===== config.mk =====
export PLATFORM = sky130hd
export DESIGN_NAME = io_stim_sequencer
export DESIGN_NICKNAME = d
export VERILOG_FILES = /design/src/rtl/io_stim_pkg.sv /design/src/rtl/io_stim_sequencer_mem.sv /design/src/rtl/io_stim_sequencer.sv
export SDC_FILE = /design/constraint.sdc
export NUM_CORES = 1
export LEC_CHECK = 0
export CAP_MARGIN = 20
export CORE_MARGIN = 5
export CORE_UTILIZATION = 61
export CTS_CLUSTER_SIZE = 12
export DETAILED_ROUTE_END_ITERATION = 7
export HOLD_SLACK_MARGIN = 0.08
export PLACE_DENSITY = 0.78
export SKIP_LAST_GASP = 1
export SLEW_MARGIN = 20
export SYNTH_ARGS = -nofsm -noshare
export SYNTH_HDL_FRONTEND = slang
export SYNTH_SLANG_ARGS = --single-unit

===== constraint.sdc =====
create_clock -name Clk -period 12.85 [get_ports Clk]
set_input_delay 2.57 -clock Clk [delete_from_list [all_inputs] [get_ports Clk]]
set_output_delay 2.57 -clock Clk [all_outputs]
set_load 0.05 [all_outputs]

===== src/rtl/io_stim_pkg.sv =====
// io_stim_pkg: shared step encoding, FSM states and default widths for the stimulus sequencer
package io_stim_pkg;
  localparam int SW_W_DEF  = 10;
  localparam int N_BTN_DEF = 2;
  localparam int LED_W_DEF = 10;
  localparam int DEPTH_DEF = 16;
  localparam int DUR_W_DEF = 16;
  typedef enum logic [1:0] {OP_HOLD, OP_WAIT_LED, OP_END, OP_RSVD} step_op_t;
  typedef enum logic [2:0] {S_IDLE, S_HOLD, S_WAIT, S_DONE, S_ERR} state_t;
  typedef struct packed {
    step_op_t               op;
    logic [SW_W_DEF-1:0]    sw;
    logic [N_BTN_DEF-1:0]   btn;
    logic [DUR_W_DEF-1:0]   dur;
    logic [LED_W_DEF-1:0]   led;
  } step_t;
  localparam int STEP_W_DEF = $bits(step_t);
endpackage


===== src/rtl/io_stim_sequencer_mem.sv =====
// stim_step_mem: step register array, one synchronous write port and one combinational read port
module stim_step_mem
  import io_stim_pkg::*;
#(
  parameter int W     = STEP_W_DEF,
  parameter int DEPTH = DEPTH_DEF,
  parameter int AW    = $clog2(DEPTH)
) (
  input  logic          clk,
  input  logic          we,
  input  logic [AW-1:0] waddr,
  input  logic [W-1:0]  wdata,
  input  logic [AW-1:0] raddr,
  output logic [W-1:0]  rdata
);
  logic [W-1:0] mem [DEPTH];
  always_ff @(posedge clk)
    if (we) mem[waddr] <= wdata;
  assign rdata = mem[raddr];
endmodule


===== src/rtl/io_stim_sequencer.sv =====
// io_stim_sequencer: replays programmed switch/button steps into the SLC-3 front panel
module io_stim_sequencer
  import io_stim_pkg::*;
#(
  parameter int SW_W  = SW_W_DEF,
  parameter int N_BTN = N_BTN_DEF,
  parameter int LED_W = LED_W_DEF,
  parameter int DEPTH = DEPTH_DEF,
  parameter int DUR_W = DUR_W_DEF
) (
  input  logic                     Clk,
  input  logic                     Reset,
  input  logic                     prog_we,
  input  logic [$clog2(DEPTH)-1:0] prog_addr,
  input  logic [1:0]               prog_op,
  input  logic [SW_W-1:0]          prog_sw,
  input  logic [N_BTN-1:0]         prog_btn,
  input  logic [DUR_W-1:0]         prog_dur,
  input  logic [LED_W-1:0]         prog_led,
  input  logic                     start,
  input  logic [LED_W-1:0]         led_i,
  output logic [SW_W-1:0]          SW,
  output logic [N_BTN-1:0]         btn_n,
  output logic                     busy,
  output logic                     done,
  output logic                     timeout_err,
  output logic [$clog2(DEPTH)-1:0] step_idx
);
  localparam int AW = $clog2(DEPTH);
  localparam int W  = 2 + SW_W + N_BTN + DUR_W + LED_W;
  state_t             state, n_state;
  logic [DUR_W-1:0]   cnt, n_cnt;
  logic [LED_W-1:0]   exp_led, n_exp_led;
  logic [SW_W-1:0]    n_sw;
  logic [N_BTN-1:0]   n_btn_n;
  logic               n_done, n_terr, adv, disp;
  logic [AW-1:0]      n_idx, raddr;
  logic [W-1:0]       rd;
  logic [1:0]         r_op_bits;
  step_op_t           r_op;
  logic [SW_W-1:0]    r_sw;
  logic [N_BTN-1:0]   r_btn;
  logic [DUR_W-1:0]   r_dur;
  logic [LED_W-1:0]   r_led;
  assign busy  = state == S_HOLD || state == S_WAIT;
  // Only one entry is ever fetched per edge: entry 0 on start, otherwise the successor
  assign raddr = busy ? step_idx + AW'(1) : '0;
  assign {r_op_bits, r_sw, r_btn, r_dur, r_led} = rd;
  assign r_op = step_op_t'(r_op_bits);
  stim_step_mem #(.W(W), .DEPTH(DEPTH), .AW(AW)) u_mem (
    .clk   (Clk),
    .we    (prog_we && !busy),
    .waddr (prog_addr),
    .wdata ({prog_op, prog_sw, prog_btn, prog_dur, prog_led}),
    .raddr (raddr),
    .rdata (rd)
  );
  always_comb begin
    n_state   = state;
    n_cnt     = cnt;
    n_exp_led = exp_led;
    n_sw      = SW;
    n_btn_n   = btn_n;
    n_done    = done;
    n_terr    = timeout_err;
    n_idx     = step_idx;
    adv       = 1'b0;
    disp      = 1'b0;
    if (!busy && start) begin
      n_done = 1'b0;
      n_terr = 1'b0;
      n_idx  = '0;
      disp   = 1'b1;
    end else if (state == S_HOLD) begin
      adv   = cnt == '0;
      n_cnt = adv ? cnt : cnt - DUR_W'(1);
    end else if (state == S_WAIT) begin
      adv = led_i == exp_led;
      if (!adv && cnt == '0) begin
        n_btn_n = '1;
        n_terr  = 1'b1;
        n_state = S_ERR;
      end else if (!adv) n_cnt = cnt - DUR_W'(1);
    end
    // Running off the end of the list behaves like an END entry without moving the index
    if (adv && step_idx == AW'(DEPTH - 1)) begin
      n_btn_n = '1;
      n_done  = 1'b1;
      n_state = S_DONE;
    end else if (adv) begin
      n_idx = step_idx + AW'(1);
      disp  = 1'b1;
    end
    if (disp && (r_op == OP_HOLD || r_op == OP_WAIT_LED)) begin
      n_sw      = r_sw;
      n_btn_n   = ~r_btn;
      n_exp_led = r_led;
      n_state   = r_op == OP_HOLD ? S_HOLD : S_WAIT;
      n_cnt     = r_op == OP_WAIT_LED ? r_dur : (r_dur == '0 ? '0 : r_dur - DUR_W'(1));
    end else if (disp) begin
      n_btn_n = '1;
      n_done  = 1'b1;
      n_state = S_DONE;
    end
  end
  always_ff @(posedge Clk) begin
    if (Reset) begin
      state       <= S_IDLE;
      cnt         <= '0;
      exp_led     <= '0;
      SW          <= '0;
      btn_n       <= '1;
      done        <= 1'b0;
      timeout_err <= 1'b0;
      step_idx    <= '0;
    end else begin
      state       <= n_state;
      cnt         <= n_cnt;
      exp_led     <= n_exp_led;
      SW          <= n_sw;
      btn_n       <= n_btn_n;
      done        <= n_done;
      timeout_err <= n_terr;
      step_idx    <= n_idx;
    end
  end
endmodule


==> results.md <==
* Post-synth top flop: edfxtp_1
* WP data arrival at 3.63 ns
* Drt total wl at 74.1 mm
* Ys Warns at 0
* Leak at 9.88 nW
* CP Launch Type: flip-flop
* Die width at 224 µm
* Cts-stage hold buffer count at 0
* Final worst-path setup slack at 6.65 ns
* Wire per inst at 27.8 µm
* Drt pass-1 iters at 6
* RSZ-0062 raised after global routing: no
* Worst-margin pin slew at 1.17 ns
* Vias in the first global route at 17845
* Mapped Nets at 2019
* Critical path peak fanout at 31
* Filler cells at 2957
* Setup TNS at 0 ns
* Async S/R FF share, synth at 0
* Endpoint type of the worst setup path: output port
* Layout cells sized above 1 at 0.101
* CTS HTree Levels at 3
* DRC at 0
* Reg clk slew, reported paths at 0.06 ns
* Clock buffer depth at 3
* Drt initial violations at 2719
* Final setup vio count at 0
* Power density cells at 202 nW/µm²
* Yosys reg bits at 687
* GRT Total Usage at 0.290
* PostCTS Resize Cnt at 0
* First-pass GRT wire length at 110 mm
* Critical Path RT at 10.28 ns
* # rows at 78
* Post-CTS Setup Bufs at 0
* Post-synth EDFFs at 640
* Gp weighted congestion at 0.879
* Hpwl dp at 37.0 mm
* Peak supply drop at 0.175 mV
* Input/output buffers at 76
* Die H at 224 µm
* Initial antenna violation count at 1
* CTS sink cnt at 687
* Setup WS pre-CTS at 6.27 ns
* HP Class: flip-flop to flip-flop
* TritonCTS clock tree: built
* Maxcap violations at 0
* Layout Skew at 0.0187 ns
* Net total in the final layout at 2077
* Post-synthesis cell type count at 83
* Syn avg cell area at 14.2 µm²
* Via count at 18354
* Root Buffer: clkbuf_16
* Fin. Hold Viols at 0
* Sequential-to-total area share from yosys stat at 0.724
* Layout area overhead at 13.1%
* Crit path time final at 6.20 ns
* Core area at 45300 µm²
* Critical path type: flip-flop to output port
* Slew headroom at 0.221
* Peak Freq at 161 MHz
* Cell count after synthesis at 1958
* Mapped Area at 27800 µm²
* FF-to-FF setup slack at 6.85 ns
* N_diodes at 0
* Boundary pin count at 77
* Initial core utilization at 0.615
* Slew Viols, Final at 0
* Remaining Overflow, GRT at 0
* Run status: completed
* CTS Buf Count at 70
* Largest net degree at the start of global routing at 99
* Full die area at 50000 µm²
* DR vias/cell at 6.88
* Clock Latency Late Sink at 0.60 ns
* Number of nets with antenna violations after routing at 0
* Final Cycle Share at 0.482
==> placed cells by master (no fill, tap or decap), types with 7 or more instances in the layout <==
master	n
o21ai_0	34
clkbuf_1	37
inv_1	12
mux2_2	20
nand2_1	247
edfxtp_1	640
mux2i_1	67
nand4_1	16
o22ai_1	9
a21oi_1	61
and3_1	11
a2bb2oi_1	7
xor2_1	10
clkdlybuf4s50_1	75
a211oi_1	50
a311oi_1	8
dfxtp_1	46
nor2_1	47
clkbuf_16	74
a221oi_1	20
xnor2_1	18
nor2_4	15
o32ai_1	40
a31oi_1	12
nor3_1	35
nand2b_1	11
nor2b_1	8
o311ai_0	20
buf_4	45
o221ai_1	21
nand3_1	175
o211ai_1	22
==> final timing paths <==
| check | from | endpoint | depth (start not counted) |
|---|---|---|---|
| worst min register to register | SW[5] | SW[5] | 2 |
| worst max register to register | step_idx[0] | cnt[13] | 13 |
| worst max-delay path | state[0] | busy | 5 |
| worst min-delay path | SW[5] | SW[5] | 2 |
==> synth_stat cells (all sizes together) (4+ instances only) <==
| master | n | area share |
|---|---|---|
| nand3 | 177 | 0.032 |
| a2111o | 4 | 0.0016 |
| a2bb2oi | 7 | 0.0022 |
| and2 | 5 | 0.0011 |
| o311ai | 21 | 0.0069 |
| a221oi | 23 | 0.0079 |
| o211ai | 22 | 0.0059 |
| o32a | 4 | 0.0014 |
| a32o | 8 | 0.0030 |
| and3 | 11 | 0.0025 |
| nor4 | 6 | 0.0019 |
| clkbuf | 90 | 0.012 |
| inv | 13 | 0.0018 |
| or3 | 6 | 0.0013 |
| a311oi | 8 | 0.0025 |
| a211oi | 50 | 0.013 |
| nor3 | 40 | 0.0074 |
| a31oi | 12 | 0.0027 |
| mux2 | 20 | 0.0081 |
| or4 | 4 | 0.0011 |
| a2111oi | 6 | 0.0032 |
| nand2 | 251 | 0.034 |
| xor2 | 12 | 0.0040 |
| nor2b | 9 | 0.0020 |
| xnor2 | 20 | 0.0068 |
| o21ai | 40 | 0.0073 |
| edfxtp | 640 | 0.69 |
| o2111ai | 6 | 0.0019 |
| nand4 | 16 | 0.0036 |
| a22oi | 4 | 0.0013 |
| o32ai | 40 | 0.013 |
| a21oi | 62 | 0.011 |
| o22ai | 9 | 0.0020 |
| a32oi | 6 | 0.0024 |
| dfxtp | 47 | 0.034 |
| o221ai | 21 | 0.0066 |
| mux2i | 67 | 0.024 |
| nor2 | 62 | 0.0084 |
| nand2b | 11 | 0.0025 |
| buf | 46 | 0.0084 |
| nor3b | 7 | 0.0021 |
==> per-layer routing <==
layer | GRT usage | wire, µm | up-vias
li1 | - | - | 7810
met1 | 0.405 | 28100 | 9056
met2 | 0.459 | 34900 | 1278
met3 | 0.0615 | 8460 | 208
met4 | 0.109 | 2620 | 2
met5 | 0 | 11 | -
==> kinds of logic (layout without fill, tap and decap cells) <==
| family | count (synthesis) | after routing | synth area share |
|---|---|---|---|
| xor gates and xnor gates | 32 | 32 | 0.0109 |
| DFF | 687 | 687 | 0.724 |
| and+or+nand+nor | 616 | 616 | 0.103 |
| AOI/OAI and AO/OA | 383 | 383 | 0.106 |
| adders and majority gates | 3 | 3 | 0.00135 |
| buffers and inverters | 150 | 261 | 0.0224 |
| muxes | 87 | 87 | 0.0322 |
==> cell type report <==
type                            instances  area [µm²]  area share
Clock buffer                          115        2050      0.0650
Inverter                               14        52.6     0.00167
Clock inverter                         10         115     0.00366
Tap cell                              600         751      0.0239
Timing Repair Buffer                  122        1100      0.0351
Multi-Input combinational cell       1121        7230       0.230
Sequential cell                       687       20200       0.641
==> where the power goes <==
group	internal (W)	total [W]	switching, W
sequential	0.00256	0.00263	0.0000744
combinational	0.000559	0.00178	0.00122
clock	0.00113	0.00194	0.000808
==> registers in the layout, summed over array words and instances (netlist names) <==
| register | flops |
|---|---|
| step_idx | 4 |
| exp_led | 10 |
| done | 1 |
| u_mem.mem | 640 |
| state | 3 |
| btn_n | 2 |
| SW | 10 |
| cnt | 16 |
| timeout_err | 1 |
==> worst max-delay path, stage by stage, from the launching register on <==
cell and delay (ns):
dfxtp_1 0.49, xor2_2 0.15, buf_4 0.39, nand2_1 0.48, inv_1 0.60, clkdlybuf4s50_1 0.91
==> metrics by stage <==
stage	std cells	util	power, W	area [µm²]	hold WS (ns)
after floorplan	1958	-	0.00386	27800	0.448
after global placement	2544	0.647	0.00435	29300	0.456
after detailed placement	2544	0.647	0.00442	29300	0.462
after CTS	2669	0.695	0.00634	31500	0.471
after global routing	2669	0.695	0.00659	31500	0.485
final	2669	0.695	0.00635	31500	0.471
Note: power is estimated with default switching activity, not from simulation.
